===== src/rtl/cpu_pkg.sv =====
// rtl/cpu_pkg.sv - opcodes, FSM states, instruction field positions and flag indices
// Shared by instr_decoder and control_unit. No ports.
package cpu_pkg;

  // Opcode map: 0 JMP, 1-7 flag-setting ALU ops, 8 LD, 9 ST,
  // A ALU op without flags, B-E conditional branches, F CMP.
  localparam logic [3:0] OP_JMP       = 4'h0;
  localparam logic [3:0] OP_ALU_FIRST = 4'h1;
  localparam logic [3:0] OP_ALU_LAST  = 4'h7;
  localparam logic [3:0] OP_LD        = 4'h8;
  localparam logic [3:0] OP_ST        = 4'h9;
  localparam logic [3:0] OP_ALU_NF    = 4'hA;
  localparam logic [3:0] OP_BR_FIRST  = 4'hB;
  localparam logic [3:0] OP_BR_LAST   = 4'hE;
  localparam logic [3:0] OP_CMP       = 4'hF;

  // Instruction fields
  localparam int OPC_MSB = 15;
  localparam int OPC_LSB = 12;
  localparam int RD_MSB  = 11;
  localparam int RD_LSB  = 9;
  localparam int RA_MSB  = 8;
  localparam int RA_LSB  = 6;
  localparam int I_BIT   = 5;
  localparam int IMM_MSB = 4;
  localparam int RB_MSB  = 2;

  // Flag register bit indices
  localparam int FLAG_C = 3;
  localparam int FLAG_N = 2;
  localparam int FLAG_V = 1;
  localparam int FLAG_Z = 0;

  typedef enum logic [2:0] {
    S_FETCH,
    S_DECODE,
    S_EXEC,
    S_EXEC_WAIT,
    S_MEM,
    S_WB
  } state_t;

  typedef enum logic [2:0] {
    CLS_ALU,
    CLS_BRANCH,
    CLS_LD,
    CLS_ST,
    CLS_CMP
  } iclass_t;

  function automatic logic [15:0] sext5(input logic [4:0] v);
    return {{11{v[4]}}, v};
  endfunction

endpackage


===== src/rtl/instr_decoder.sv =====
// rtl/instr_decoder.sv - combinational instruction classification and immediate decode
// Ports:
//   opcode   in  4   ir[15:12]
//   i_bit    in  1   ir[5]
//   imm5     in  5   ir[4:0]
//   flag_en  out 1   ALU flag enable (opcodes 1-7)
//   flag_upd out 1   architectural flags take the ALU flags (opcodes 1-7, F)
//   wr_class out 1   instruction writes the register file (ALU ops and LD)
//   op1_imm  out 1   operand 1 is the immediate
//   imm      out 16  sign-extended imm5
//   iclass   out     instruction class
module instr_decoder
  import cpu_pkg::*;
(
  input  logic [3:0]  opcode,
  input  logic        i_bit,
  input  logic [4:0]  imm5,
  output logic        flag_en,
  output logic        flag_upd,
  output logic        wr_class,
  output logic        op1_imm,
  output logic [15:0] imm,
  output iclass_t     iclass
);

  always_comb begin
    flag_en  = (opcode >= OP_ALU_FIRST) && (opcode <= OP_ALU_LAST);
    flag_upd = flag_en || (opcode == OP_CMP);
    op1_imm  = i_bit;
    imm      = sext5(imm5);

    iclass = CLS_ALU;
    if (opcode == OP_JMP || (opcode >= OP_BR_FIRST && opcode <= OP_BR_LAST))
      iclass = CLS_BRANCH;
    else if (opcode == OP_LD)
      iclass = CLS_LD;
    else if (opcode == OP_ST)
      iclass = CLS_ST;
    else if (opcode == OP_CMP)
      iclass = CLS_CMP;

    // OP_ALU_NF falls into CLS_ALU above: it writes back but leaves flags alone.
    wr_class = (iclass == CLS_ALU) || (iclass == CLS_LD);
  end

endmodule


===== src/rtl/control_unit.sv =====
// rtl/control_unit.sv - multi-cycle fetch/decode/execute sequencer in front of the ALU
// Ports:
//   clk, rst                     clock, synchronous active-high reset
//   mem_addr/req/we/ack/rdata    request/acknowledge memory port (fetch and LD/ST)
//   alu_func/flag_en/b_sel/flags controls and latched NZVC to the ALU
//   alu_q/flag_q/b_out           ALU result, flags and branch-taken
//   rf_ra/rb/wa/we/wsrc          register-file selects and write strobe
//   op1_imm, imm                 operand-1 source select and sign-extended immediate
//   pc, ir                       program counter and instruction register
//   ld_data                      load data register, selected by rf_wsrc = 1
module control_unit
  import cpu_pkg::*;
#(
  parameter logic [15:0] RESET_PC = 16'h0000
) (
  input  logic        clk,
  input  logic        rst,
  output logic [15:0] mem_addr,
  output logic        mem_req,
  output logic        mem_we,
  input  logic        mem_ack,
  input  logic [15:0] mem_rdata,
  output logic [3:0]  alu_func,
  output logic        alu_flag_en,
  output logic        alu_b_sel,
  output logic [3:0]  alu_flags,
  input  logic [15:0] alu_q,
  input  logic [3:0]  alu_flag_q,
  input  logic        alu_b_out,
  output logic [2:0]  rf_ra,
  output logic [2:0]  rf_rb,
  output logic [2:0]  rf_wa,
  output logic        rf_we,
  output logic        rf_wsrc,
  output logic        op1_imm,
  output logic [15:0] imm,
  output logic [15:0] pc,
  output logic [15:0] ir,
  output logic [15:0] ld_data
);

  state_t      state, state_next;
  iclass_t     cls;
  logic [3:0]  flags;
  logic [15:0] addr_q;
  logic        flag_upd;
  logic        wr_class;

  instr_decoder u_dec (
    .opcode   (ir[OPC_MSB:OPC_LSB]),
    .i_bit    (ir[I_BIT]),
    .imm5     (ir[IMM_MSB:0]),
    .flag_en  (alu_flag_en),
    .flag_upd (flag_upd),
    .wr_class (wr_class),
    .op1_imm  (op1_imm),
    .imm      (imm),
    .iclass   (cls)
  );

  assign alu_func  = ir[OPC_MSB:OPC_LSB];
  assign alu_b_sel = ir[I_BIT];
  assign alu_flags = {flags[FLAG_C], flags[FLAG_N], flags[FLAG_V], flags[FLAG_Z]};
  assign rf_ra     = ir[RA_MSB:RA_LSB];
  assign rf_wa     = ir[RD_MSB:RD_LSB];
  assign rf_wsrc   = (cls == CLS_LD);

  always_ff @(posedge clk) begin
    if (rst) begin
      state   <= S_FETCH;
      pc      <= RESET_PC;
      ir      <= '0;
      flags   <= '0;
      ld_data <= '0;
      addr_q  <= '0;
    end else begin
      state <= state_next;
      case (state)
        S_FETCH: begin
          if (mem_ack) begin
            ir <= mem_rdata;
            pc <= pc + 16'd1;
          end
        end
        S_EXEC_WAIT: begin
          if (flag_upd)
            flags <= alu_flag_q;
          // A taken branch overrides the PC+1 already applied at fetch.
          if (cls == CLS_BRANCH && alu_b_out)
            pc <= alu_q;
          if (cls == CLS_LD || cls == CLS_ST)
            addr_q <= alu_q;
        end
        S_MEM: begin
          if (mem_ack && cls == CLS_LD)
            ld_data <= mem_rdata;
        end
        default: ;
      endcase
    end
  end

  always_comb begin
    state_next = state;
    mem_req    = 1'b0;
    mem_we     = 1'b0;
    mem_addr   = pc;
    rf_we      = 1'b0;
    rf_rb      = ir[RB_MSB:0];
    case (state)
      S_FETCH: begin
        mem_req = 1'b1;
        if (mem_ack)
          state_next = S_DECODE;
      end
      S_DECODE:    state_next = S_EXEC;
      S_EXEC:      state_next = S_EXEC_WAIT;
      S_EXEC_WAIT: begin
        case (cls)
          CLS_BRANCH, CLS_CMP: state_next = S_FETCH;
          CLS_LD, CLS_ST:      state_next = S_MEM;
          default:             state_next = S_WB;
        endcase
      end
      S_MEM: begin
        mem_req  = 1'b1;
        mem_addr = addr_q;
        mem_we   = (cls == CLS_ST);
        // Store data comes from rd, so port B reads rd during the access.
        if (cls == CLS_ST)
          rf_rb = ir[RD_MSB:RD_LSB];
        if (mem_ack)
          state_next = (cls == CLS_LD) ? S_WB : S_FETCH;
      end
      S_WB: begin
        rf_we      = wr_class;
        state_next = S_FETCH;
      end
      default: state_next = S_FETCH;
    endcase
    // Strobes are squashed while reset is held so an interrupted access
    // cannot issue a write on its way out.
    if (rst) begin
      mem_req = 1'b0;
      mem_we  = 1'b0;
      rf_we   = 1'b0;
    end
  end

endmodule


===== config.mk =====
export PLATFORM = sky130hd
export DESIGN_NAME = control_unit
export DESIGN_NICKNAME = d
export VERILOG_FILES = /design/src/rtl/cpu_pkg.sv /design/src/rtl/instr_decoder.sv /design/src/rtl/control_unit.sv
export SDC_FILE = /design/constraint.sdc
export NUM_CORES = 1
export LEC_CHECK = 0
export CAP_MARGIN = 40
export CORE_UTILIZATION = 40
export CTS_BUF_LIST = sky130_fd_sc_hd__clkbuf_8
export CTS_CLUSTER_DIAMETER = 200
export CTS_CLUSTER_SIZE = 14
export DETAILED_ROUTE_END_ITERATION = 10
export PLACE_DENSITY = 0.78
export SETUP_SLACK_MARGIN = 0.3
export SYNTH_ARGS = -nofsm -noshare
export SYNTH_HDL_FRONTEND = slang
export SYNTH_SLANG_ARGS = --single-unit

===== constraint.sdc =====
create_clock -name clk -period 2.1 [get_ports clk]
set_clock_uncertainty 0.05 [all_clocks]
set_input_delay 0.525 -clock clk [delete_from_list [all_inputs] [get_ports clk]]
set_output_delay 0.525 -clock clk [all_outputs]
set_load 0.01 [all_outputs]

==> results of run 1 <==
## worst reg2reg max path: cells and delay by family, from the launching register on
kind	cells	cell delay, ns
AO/OA/AOI/OAI	1	0.12
flip-flops	1	0.32
buffers and inverters	7	0.85
AND/OR/NAND/NOR	4	0.71
## per-layer routing
| layer | share of wire, % | up-vias | global-route usage [%] | wire length (um) |
|---|---|---|---|---|
| met5 | 0 | - | 0 | 0 |
| met4 | 5.1 | 0 | 13.1 | 746 |
| met3 | 8.1 | 71 | 5.06 | 1180 |
| met2 | 50 | 281 | 43.1 | 7200 |
| met1 | 37 | 2024 | 31.8 | 5380 |
| li1 | - | 1861 | - | - |
## synthesized netlist by cell type, drive strengths merged, types with 8 or more instances
master	number	area share, %
a21oi	64	9.1
buf	40	8.0
nand2	118	12
mux2	18	5.7
nor2	25	2.6
nand3	16	2.4
clkbuf	19	2.0
o21ai	9	1.3
dfxtp	71	40
nor3	8	1.1
## layout make-up
class | count | area, um^2
Clock buffer | 10 | 138
Clock inverter | 6 | 62.6
Fill cell | 573 | 2320
Inverter | 2 | 7.51
Multi-Input combinational cell | 320 | 2170
Sequential cell | 71 | 1460
Tap cell | 105 | 131
Timing Repair Buffer | 213 | 2090
## final timing paths
kind	start	to	slack, ns	depth (start not counted)
min	ld_data[2]	ld_data[2]	0.41	2
min reg2reg	ld_data[2]	ld_data[2]	0.41	2
max	state[1]	rf_rb[0]	-0.43	6
max reg2reg	state[1]	ld_data[14]	-0.02	12
## registers in the layout, indices dropped and copies added (netlist names)
register and flops:
addr_q 16, alu_flags 4, ir 16, ld_data 16
pc 16, state 3
## report_power, final
| part | internal (uW) | switching [uW] |
|---|---|---|
| registers | 1410 | 70.6 |
| clock network | 577 | 537 |
| logic | 533 | 551 |
| total | 2520 | 1160 |
## cells by family (layout without fill, tap and decap cells)
| logic type | Yosys count | after routing |
|---|---|---|
| flip-flops | 71 | 71 |
| AND/OR/NAND/NOR | 194 | 194 |
| multiplexers | 23 | 23 |
| adder cells (fa/ha/maj) | 1 | 1 |
| AO/OA/AOI/OAI | 100 | 101 |
| buffers and inverters | 61 | 231 |
| XOR/XNOR | 1 | 1 |
## metrics by stage
stage          hold slack (ns)  cell area, um^2  total power (uW)  TNS [ns]  utilization, %
2_1_floorplan            0.383             3650              1970         0               -
3_3_place_gp             0.389             5120              2360     -4.37            61.1
3_5_place_dp             0.394             5120              2380     -5.71            61.1
4_1_cts                  0.407             5560              3490     -5.95            66.4
5_1_grt                  0.432             6060              3790     -9.66            72.3
6_report                 0.406             6060              3680     -7.27            72.3
## what timing repair did
| action | CTS | global route |
|---|---|---|
| buffers inserted | 15 | 14 |
| setup endpoints to repair | 120 | 82 |
| resized for setup | 246 | 81 |
| cloned | 2 | 3 |
| pin swaps | 18 | 22 |
==> flow_summary_export.csv, run 1 <==
group,metric,value,unit
status,status,"complete, but fails checks",
status,violations,"negative setup slack",
power,power.density,606,nW/um^2
logic_synthesis,avgSynthCellArea,7.87,um^2
logic_synthesis,synth-compound-area-share,16.7,%
final_layout,drive_above_1_share,33.0,%
logic_synthesis,async_flop_share,0,%
logic_synthesis,synth_nets,492,
logic_synthesis,netlist-cell-type-count,54,
critical_path,worstPathCellList,"or2_4 -> nor2_4 -> nand4_1 -> buf_4 -> mux2_4 -> buf_6",
critical_path,crit_arrival,1.96,ns
critical_path,critical_path_class,"reg2out",
cts,cts_buffer_depth,2,
logic_synthesis,synth_top_family_by_area,"simple AND/OR/NAND/NOR gates",
final_layout,final_common_cell,"nand2_1",
sta,maxSlewViolCount,0,
placement,hpwl,7.63,mm
logic_synthesis,synth_edf_count,0,
critical_path,crit_buf_inv,2,
grt,grt_antenna_before_repair,0,
cts,cts_tree,"yes",
sta,timing.final.ws_setup,-0.432,ns
cts,cts_root_buf,"clkbuf_8",
drt,drc,0,
sta,min_period_over_period,121,%
placement,post-place-ws,-0.244,ns
drt,vias,4237,
floorplanning,io_pins,144,
power,p_leak,0.00267,uW
final_layout,antenna_cells,0,
min_path,min_path_type,"reg2reg",
final_layout,final_cell_mix,"nand2_1 (117), dlygate4sd2_1 (76), dfxtp_1 (51)",
cts,clock-sinks,71,
sta,setup_viol,26,
logic_synthesis,synth.mux.area_fraction,7.13,%
drt,wl,14.5,mm
logic_synthesis,synthXorXnorAreaFrac,0.247,%
final_layout,fin_nets,658,
critical_path,worstPathMaxFanout,4,
grt,grt_pass1_vias,3622,
drt,drt-initial-drc-count,339,
sta,rsz0062_at_grt,"true",
logic_synthesis,synth-seq-cells,71,
logic_synthesis,syn_inst,451,
logic_synthesis,ys.flop_type,"dfxtp_1",
floorplanning,fp.dieH,96.2,um
placement,place.gp.congestion,0.879,
critical_path,cp-end-kind,"output pin",
floorplanning,start_util,42.3,%
drt,first_pass_iters,5,
critical_path,cp-start-kind,"flip-flop",
critical_path,cp_top_family,"simple AND/OR/NAND/NOR gates",
floorplanning,rows,33,
cts,cts.htree.levels,3,
logic_synthesis,synth_simple_gate_area_share,25.3,%
sta,tightest_slew,0.568,ns
sta,slew_headroom,62.0,%
sta,post-route-min-period,2.53,ns
drt,post_drt_wl_per_cell,19.9,um
cts,path_clk_slew,0.08,ns
placement,port_buffers,143,
critical_path,cp_slowest_cell,"dfxtp_2",
floorplanning,die-area,9250,um^2
logic_synthesis,yosysSeqAreaShare,40.1,%
critical_path,required,1.52,ns
logic_synthesis,synthAdderAreaFrac,0.353,%
drt,antenna_left,0,
floorplanning,core_area,8380,um^2
sta,clock.fmax,395,MHz
floorplanning,dieWidth,96.2,um
power,ir_worst_vdd,388,uV
grt,grt_max_degree,38,
logic_synthesis,syn_area,3550,um^2
cts,hold_buffers,0,
sta,finalHoldViolCount,0,
critical_path,cpPeakStageDelay,0.32,ns
logic_synthesis,yosysWarnings,0,
final_layout,syn_to_final_growth,70.9,%
final_layout,fin_cells,727,
grt,grt_pass1_wl,18.3,mm
grt,gr-total-overflow,0,
placement,dp_cells,677,
run,max_cap_violations,0,
cts,insertion_delay,0.35,ns
grt,grt_usage,26.0,%
cts,cts_buffers,9,
drt,viasPerCell,5.83,
Power figures use the tool's default switching activity.
==> run 2: changes to the inputs <==
- CORE_UTILIZATION: 40 -> 45
- PLACE_DENSITY: 0.78 -> 0.83
- clock period: 2.1 -> 2.9 ns (I/O delays scaled with it)
==> run 2 against run 1 <==
The run now ends clean. Hold slack got worse by 0.0026 ns. Largest power group unchanged. Count of clock-buffer cells in the layout did not move. Highest routed layer unchanged. Combinational power shrank 44%.
==> flow_summary_export.csv, run 2 (same netlist as run 1, synthesis figures left out) <==
group,metric,value,unit
status,status,"complete, no violations",
floorplanning,core_area,7690,um^2
sta,tightest_slew,0.800,ns
cts,path_clk_slew,0.08,ns
floorplanning,rows,32,
sta,rsz0062_at_grt,"true",
critical_path,worstPathCellList,"or2_4 -> nor2_4 -> nand4_1 -> buf_4 -> mux2_4 -> buf_6",
drt,first_pass_iters,4,
placement,port_buffers,143,
cts,cts_tree,"yes",
final_layout,final_common_cell,"clkdlybuf4s50_1",
power,p_seq_share,41.7,%
sta,setup-tns-final,0,ns
sta,setup_viol,0,
cts,cts_buffer_depth,2,
power,ir_worst_vdd,275,uV
drt,vias,3712,
grt,grt_antenna_before_repair,0,
cts,cts_buffers,9,
cts,cts.htree.levels,3,
power,p_int,1840,uW
critical_path,cp_slowest_cell,"dfxtp_2",
drt,drt-initial-drc-count,176,
critical_path,cpPeakStageDelay,0.32,ns
final_layout,antenna_cells,0,
power,netSwitchingFraction,28.4,%
drt,viasPerCell,5.39,
power,p_comb_share,23.6,%
critical_path,cp-end-kind,"output pin",
critical_path,required,2.12,ns
cts,cts_root_buf,"clkbuf_8",
power,clockPowerShare,34.6,%
floorplanning,io_pins,144,
drt,post_drt_wl_per_cell,15.5,um
final_layout,fin_cells,689,
sta,finalHoldViolCount,0,
grt,grt_pass1_wl,17.4,mm
floorplanning,start_util,46.1,%
grt,grt_pass1_vias,3586,
placement,hpwl,7.15,mm
final_layout,fin_area,5330,um^2
sta,slew_headroom,46.2,%
critical_path,critical_path_class,"reg2out",
drt,drc,0,
cts,hold_buffers,0,
placement,dpl_cell_area,4890,um^2
floorplanning,fp.dieH,90.8,um
critical_path,cp-start-kind,"flip-flop",
critical_path,crit_arrival,1.88,ns
cts,clock-sinks,71,
final_layout,fin_nets,623,
grt,gr-total-overflow,0,
power,power.density,483,nW/um^2
grt,grt_usage,26.2,%
placement,dp_cells,656,
power,p_leak,0.00198,uW
sta,post-route-min-period,2.66,ns
sta,min_period_over_period,91.7,%
run,max_cap_violations,0,
sta,clock.fmax,376,MHz
floorplanning,dieWidth,90.8,um
drt,antenna_left,0,
min_path,min_path_type,"reg2reg",
floorplanning,die-area,8240,um^2
drt,wl,10.7,mm
placement,place.gp.congestion,0.846,
critical_path,worstPathMaxFanout,4,
sta,maxSlewViolCount,0,
cts,insertion_delay,0.35,ns
final_layout,drive_above_1_share,18.9,%
final_layout,syn_to_final_growth,50.3,%
final_layout,final_cell_mix,"clkdlybuf4s50_1 (120), nand2_1 (118), dfxtp_1 (65)",
power,p_switching,729,uW
grt,grt_max_degree,39,
## run 2: path summary, 6_finish.rpt
| path | from | cells past startpoint | to | slack [ns] |
|---|---|---|---|---|
| setup / recovery | state[0] | 6 | rf_rb[1] | 0.24 |
| setup reg to reg | pc[2] | 5 | pc[9] | 0.73 |
| hold reg to reg | addr_q[15] | 2 | addr_q[15] | 0.40 |
| hold / removal | addr_q[15] | 2 | addr_q[15] | 0.40 |
## run 2: metal layers
metal | wire length, um | GRT usage [%]
met1 | 4320 | 30.6
met2 | 5430 | 45.8
met3 | 794 | 7.58
met4 | 167 | 8.86
met5 | 0 | 0
## run 2: what timing repair did
item	4_1_cts	5_1_grt
buffers inserted	14	2
hold endpoints to repair	0	0
gates resized for setup	104	12
setup endpoints to repair	23	20
gates cloned	1	0
pin swaps	4	4
## run 2: cell type report
type	instances	area, um^2
multi-input cells	319	1830
well taps	102	128
flip-flops and latches	71	1430
repair buffers	179	1710
clock buffers	10	138
fillers	614	2360
inverters	2	7.51
clock inverters	6	83.8
## run 2: per-stage QoR
step	hold WS, ns	worst slack (ns)	power, uW	util (%)
3_3_place_gp	0.390	0.285	1650	63.7
2_1_floorplan	0.383	0.549	1400	-
4_1_cts	0.406	0.178	2570	68.9
3_5_place_dp	0.396	0.252	1660	63.7
5_1_grt	0.430	0.194	2680	69.3
6_report	0.403	0.240	2570	69.3
## run 2: power by group through the flow
| stage | registers (uW) | logic, uW | clock network [uW] |
|---|---|---|---|
| after floorplan | 1090 | 310 | 0 |
| after global placement | 1090 | 564 | 0 |
| after detailed placement | 1090 | 573 | 0 |
| after CTS | 1070 | 603 | 894 |
| after global routing | 1080 | 647 | 947 |
| final | 1070 | 607 | 891 |
## run 2: critical path: cells and delay by family, from the launching register on
kind	cells	cell delay [ns]
simple gates	3	0.59
buf+inv	2	0.33
flops	1	0.32
mux	1	0.29
==> edit 1: new RTL, config.mk and constraints of run 2 <==
The 6 states of `state_t` get a Gray code encoding in 3 bits.
--- a/src/rtl/cpu_pkg.sv
+++ b/src/rtl/cpu_pkg.sv
@@ -34,8 +34,8 @@
   typedef enum logic [2:0] {
-    S_FETCH,
-    S_DECODE,
-    S_EXEC,
-    S_EXEC_WAIT,
-    S_MEM,
-    S_WB
+    S_FETCH     = 3'b000,
+    S_DECODE    = 3'b001,
+    S_EXEC      = 3'b011,
+    S_EXEC_WAIT = 3'b010,
+    S_MEM       = 3'b110,
+    S_WB        = 3'b111
   } state_t;
Check against the original RTL: same outputs for any inputs over 10 cycles, from zero or initial values and one cycle with rst high; not proved beyond that.
==> edit 1 against run 2 <==
  * Non-clock buffer count is 12 lower
  * Worst setup slack better by 0.097 ns
  * Routed wire length is 0.40% higher
  * Sequential share of layout area is 0.13 points lower
  * Sequential cell count stayed put
  * Area after synthesis is 8.1% higher
  * Design area is 0.33% higher
  * Power is 12% lower
  * Die area is 7.9% higher
  * Critical path type unchanged
  * Critical endpoint is now rf_wsrc
  * Largest power group unchanged
==> edit 1: results (changes against run 2) <==
INFO  metric grt_pass1_vias = 3620 (+0.95%)
INFO  metric antennaDiodeCount = 0 (unchanged)
INFO  metric tightestPinTransition = 0.486 ns (-0.314 ns)
INFO  metric critPathTopFamily = buffers and inverters
INFO  metric asyncSetResetFlopFracSynth = 0% (unchanged)
INFO  metric via_count = 3853 (+3.8%)
INFO  metric maximum_fanout_along_the_worst_path = 13 (+9)
INFO  metric port_buffers = 143 (unchanged)
INFO  metric clk_transition_reported_paths = 0.08 ns (about the same)
INFO  metric detailedRoute.firstPassIterationCount = 6 (+2)
INFO  metric arrival = 1.79 ns (-0.09 ns)
INFO  metric routed-wl-met3 = 1.07 mm (+34%)
INFO  metric place.detailed.hpwl = 7.38 mm (+3.3%)
INFO  metric p_leak = 0.00210 uW (+5.9%)
INFO  metric timing.critical_path.slowest_stage_cell = sky130_fd_sc_hd__clkdlybuf4s50_1
INFO  metric yosys.area_share.xor_xnor = 0.228% (-0.018 points)
INFO  metric synthesis.yosys.warnings = 0 (unchanged)
INFO  metric place_congestion = 0.881 (+4.2%)
INFO  metric largest_net_degree_at_the_start_of_global_routing = 49 (+26%)
INFO  metric multiplexer_fraction_of_the_synthesized_cell_area = 1.93% (-5.2 points)
INFO  metric min_path_type = flip-flop to flip-flop
INFO  metric synth_top_cells_by_count = sky130_fd_sc_hd__nand2_1, sky130_fd_sc_hd__a21oi_1, sky130_fd_sc_hd__dfxtp_1
INFO  metric detailroute.wirelength.met2 = 5.13 mm (-5.6%)
INFO  metric wirelength_met1 = 4.41 mm (+2.2%)
INFO  metric wire_per_inst = 14.9 um (-4.5%)
INFO  metric postSynthNetCount = 540 (+9.8%)
INFO  metric topRoutingLayerUsed = met4
INFO  metric cts_root_buf = sky130_fd_sc_hd__clkbuf_8
INFO  metric crit_path_max_incr_delay = 0.56 ns (+0.24 ns)
INFO  metric status = completed
INFO  metric synth_cell_type_count = 60 (+11%)
INFO  metric first_iter_violations = 216 (+23%)
INFO  metric synthFlopType = sky130_fd_sc_hd__dfxtp_1
INFO  metric grt.total_usage = 24.8% (-1.4 points)
INFO  metric ys_top_cells_by_area = sky130_fd_sc_hd__dfxtp_1, sky130_fd_sc_hd__nand2_1, sky130_fd_sc_hd__a21oi_1, sky130_fd_sc_hd__buf_4, sky130_fd_sc_hd__buf_6
INFO  metric htree_num_levels = 3 (unchanged)
INFO  metric number_of_nets_in_the_finished_design = 655 (+5.1%)
INFO  metric synth_adder_area_share = 0.326% (-0.026 points)
INFO  metric synth_seq_area_share = 37.1% (-3.0 points)
INFO  metric cts_made_buffers = 9 (unchanged)
INFO  metric irDropWorstVdd = 0.304 mV (+11%)
INFO  metric drive_above_1_share = 11.3% (-7.6 points)
INFO  metric synth_compound_area_share = 18.1% (+1.4 points)
INFO  metric grt_first_pass_wirelength = 17.1 mm (-1.5%)
==> edit 1: kinds of logic (layout without fill, tap and decap cells) <==
kind of cell	Yosys count	in the layout
adder cells (fa/ha/maj)	1	1
flip-flops	71	71
buffers and inverters	66	186
AND/OR/NAND/NOR	238	238
multiplexers	7	7
AO/OA/AOI/OAI	115	115
XOR/XNOR	1	1
==> edit 1: final cells by class <==
cell class,instances,area (sq um)
Multi-Input combinational cell,362,1950
Timing Repair Buffer,167,1660
Tap cell,105,131
Sequential cell,71,1430
Fill cell,685,2870
Clock inverter,7,47.5
Inverter,3,11.3
Clock buffer,9,124
==> edit 1: worst register-to-register path, cell delays in order, from the launching register on <==
cell and delay [ns]:
sky130_fd_sc_hd__dfxtp_1 0.52, sky130_fd_sc_hd__ha_1 0.24, sky130_fd_sc_hd__nand3_1 0.26, sky130_fd_sc_hd__nor4_2 0.48, sky130_fd_sc_hd__a22oi_1 0.11, sky130_fd_sc_hd__or2_1 0.23
sky130_fd_sc_hd__a21oi_1 0.12
==> edit 1: what timing repair did <==
| action | CTS | global route |
|---|---|---|
| pin swaps | 0 | 1 |
| hold buffers | 0 | 0 |
| setup endpoints to repair | 24 | 11 |
| cloned | 1 | 0 |
| buffers inserted | 5 | 2 |
| resized for setup | 29 | 12 |
==> edit 1: metal layers <==
layer,track usage (%),vias up
li1,-,1888
met1,30.1,1740
met2,41.7,211
met3,7.04,14
met4,8.85,0
met5,0,-
==> edit 1: through the flow <==
| stage | instances | setup slack (ns) | cell area (sq um) |
|---|---|---|---|
| floorplan | 499 | 0.680 | 3830 |
| global placement | 700 | 0.353 | 5060 |
| detailed placement | 700 | 0.336 | 5060 |
| CTS | 722 | 0.271 | 5300 |
| global route | 724 | 0.256 | 5350 |
| finish | 724 | 0.337 | 5350 |
==> edit 1: path summary, 6_finish.rpt <==
kind	startpoint	to	slack, ns	cells after the start
setup / recovery	ir[15]	rf_wsrc	0.34	4
hold / removal	ld_data[15]	ld_data[15]	0.41	2
setup reg to reg	pc[0]	pc[14]	0.81	6
hold reg to reg	ld_data[15]	ld_data[15]	0.41	2
==> edit 1: power by group <==
group          leakage, uW  internal [uW]  total (uW)  switching [uW]
registers         0.000576           1010        1050            45.6
clock network    0.0000854            310         713             403
logic              0.00144            257         498             241
==> edit 2: new RTL, config.mk and constraints of run 2 <==
Made on the original files. Make the reset (`rst`) asynchronous in one clocked block. Comments in the files are not updated.
--- a/src/rtl/control_unit.sv
+++ b/src/rtl/control_unit.sv
@@ -67,3 +67,3 @@
 
-  always_ff @(posedge clk) begin
+  always_ff @(posedge clk or posedge rst) begin
     if (rst) begin
Check against the original RTL: differs if rst is asserted again (counterexample within 4 cycles, from zero or initial values and one cycle with rst high); with rst held inactive, the same outputs for 10 cycles.
==> edit 2 against run 2 <==
  * Design area increased by 4.6%
  * Area after synthesis up 7.5%
  * Routed wire length is 7.0% lower
  * Worst hold slack improved by 0.050 ns
  * Fmax up 1.5%
  * Sequential cell count unchanged
  * Worst setup slack better by 0.040 ns
  * First-iteration DRC count grew 5.1%
  * Sequential share of layout area increased by 5.1 points
Power is not compared: it rests on default switching activity, and its combinational part moved more than twofold at a synthesized area within 25%.
==> edit 2: results (changes against run 2) <==
INFO  metric ys_top_cells_by_area = sky130_fd_sc_hd__dfrtp_1, sky130_fd_sc_hd__mux2_2, sky130_fd_sc_hd__buf_4, sky130_fd_sc_hd__buf_6, sky130_fd_sc_hd__a2bb2oi_1
INFO  metric arrival = 1.84 ns (-0.04 ns)
INFO  metric worst_hold_slack = 0.454 ns (+0.0504 ns)
INFO  metric timing.critical_path.slowest_stage_cell = sky130_fd_sc_hd__dfrtp_1
INFO  metric groute.layer.met2.usage = 40.4% (-5.4 points)
INFO  metric vias_per_cell = 5.42 (+0.69%)
INFO  metric global_route.usage.met1 = 27.2% (-3.4 points)
INFO  metric grt_first_pass_wirelength = 15.4 mm (-12%)
INFO  metric place_congestion = 0.874 (+3.3%)
INFO  metric first_iter_violations = 185 (+5.1%)
INFO  metric preCtsSetupSlack = 0.123 ns (-0.128 ns)
INFO  metric synth.avg_cell_area = 11.9 sq um (+51%)
INFO  metric reg2regPathDepth = 6 (+1)
INFO  metric place.detailed.hpwl = 6.88 mm (-3.7%)
INFO  metric synth_seq_area_share = 46.6% (+6.5 points)
INFO  metric status = completed
INFO  metric crit_path_max_incr_delay = 0.41 ns (+0.09 ns)
INFO  metric resized_after_cts = 74 (-29%)
INFO  metric final_routed_wirelength = 9.96 mm (-7.0%)
INFO  metric number_of_nets_in_the_finished_design = 497 (-20%)
INFO  metric largest_net_degree_at_the_start_of_global_routing = 72 (+85%)
INFO  metric grt_pass1_vias = 3007 (-16%)
INFO  metric asyncSetResetFlopFracSynth = 100% (+100 points)
INFO  metric hold_path_depth = 1 (-1)
INFO  metric placed_cells_incl_taps = 531 (-19%)
INFO  metric synth_cell_type_count = 50 (-7.4%)
INFO  metric placed_inst_area = 0.00513 sq mm (+4.8%)
INFO  metric yosys.area.top_type = sky130_fd_sc_hd__dfrtp_1
INFO  metric grt.total_usage = 22.8% (-3.4 points)
INFO  metric timing.max_slew.rel_slack = 48.1% (+2.0 points)
INFO  metric critPathCapture = mem_addr[7]
## edit 2: cell type report
type / count / area (sq um)
Tap cell: 105 / 131
Fill cell: 604 / 2640
Clock inverter: 6 / 86.3
Multi-Input combinational cell: 198 / 1750
Clock buffer: 9 / 124
Inverter: 1 / 3.75
Sequential cell: 71 / 1780
Timing Repair Buffer: 175 / 1700
## edit 2: logic make-up after synthesis
group / count (synthesis) / share of synthesized area [%]
muxes: 72 / 21.4
AOI/OAI and AO/OA: 54 / 10.9
DFF: 71 / 46.6
adders and majority gates: 1 / 0.328
buffers and inverters: 52 / 9.58
and+or+nand+nor: 70 / 11.0
xor gates and xnor gates: 1 / 0.230
## edit 2: layer usage
metal  up-vias  part of all wire, %  wire length, um
li1       1416                    -                -
met1      1522                   39             3910
met2       113                   53             5260
met3        14                  6.0              602
met4         0                  2.0              195
met5         -                    0                0
## edit 2: critical path, delay by kind of cell, from the launching register on
kind	cells	cell delay, ns
buf+inv	4	0.52
flops	1	0.41
simple gates	1	0.29
mux	1	0.29
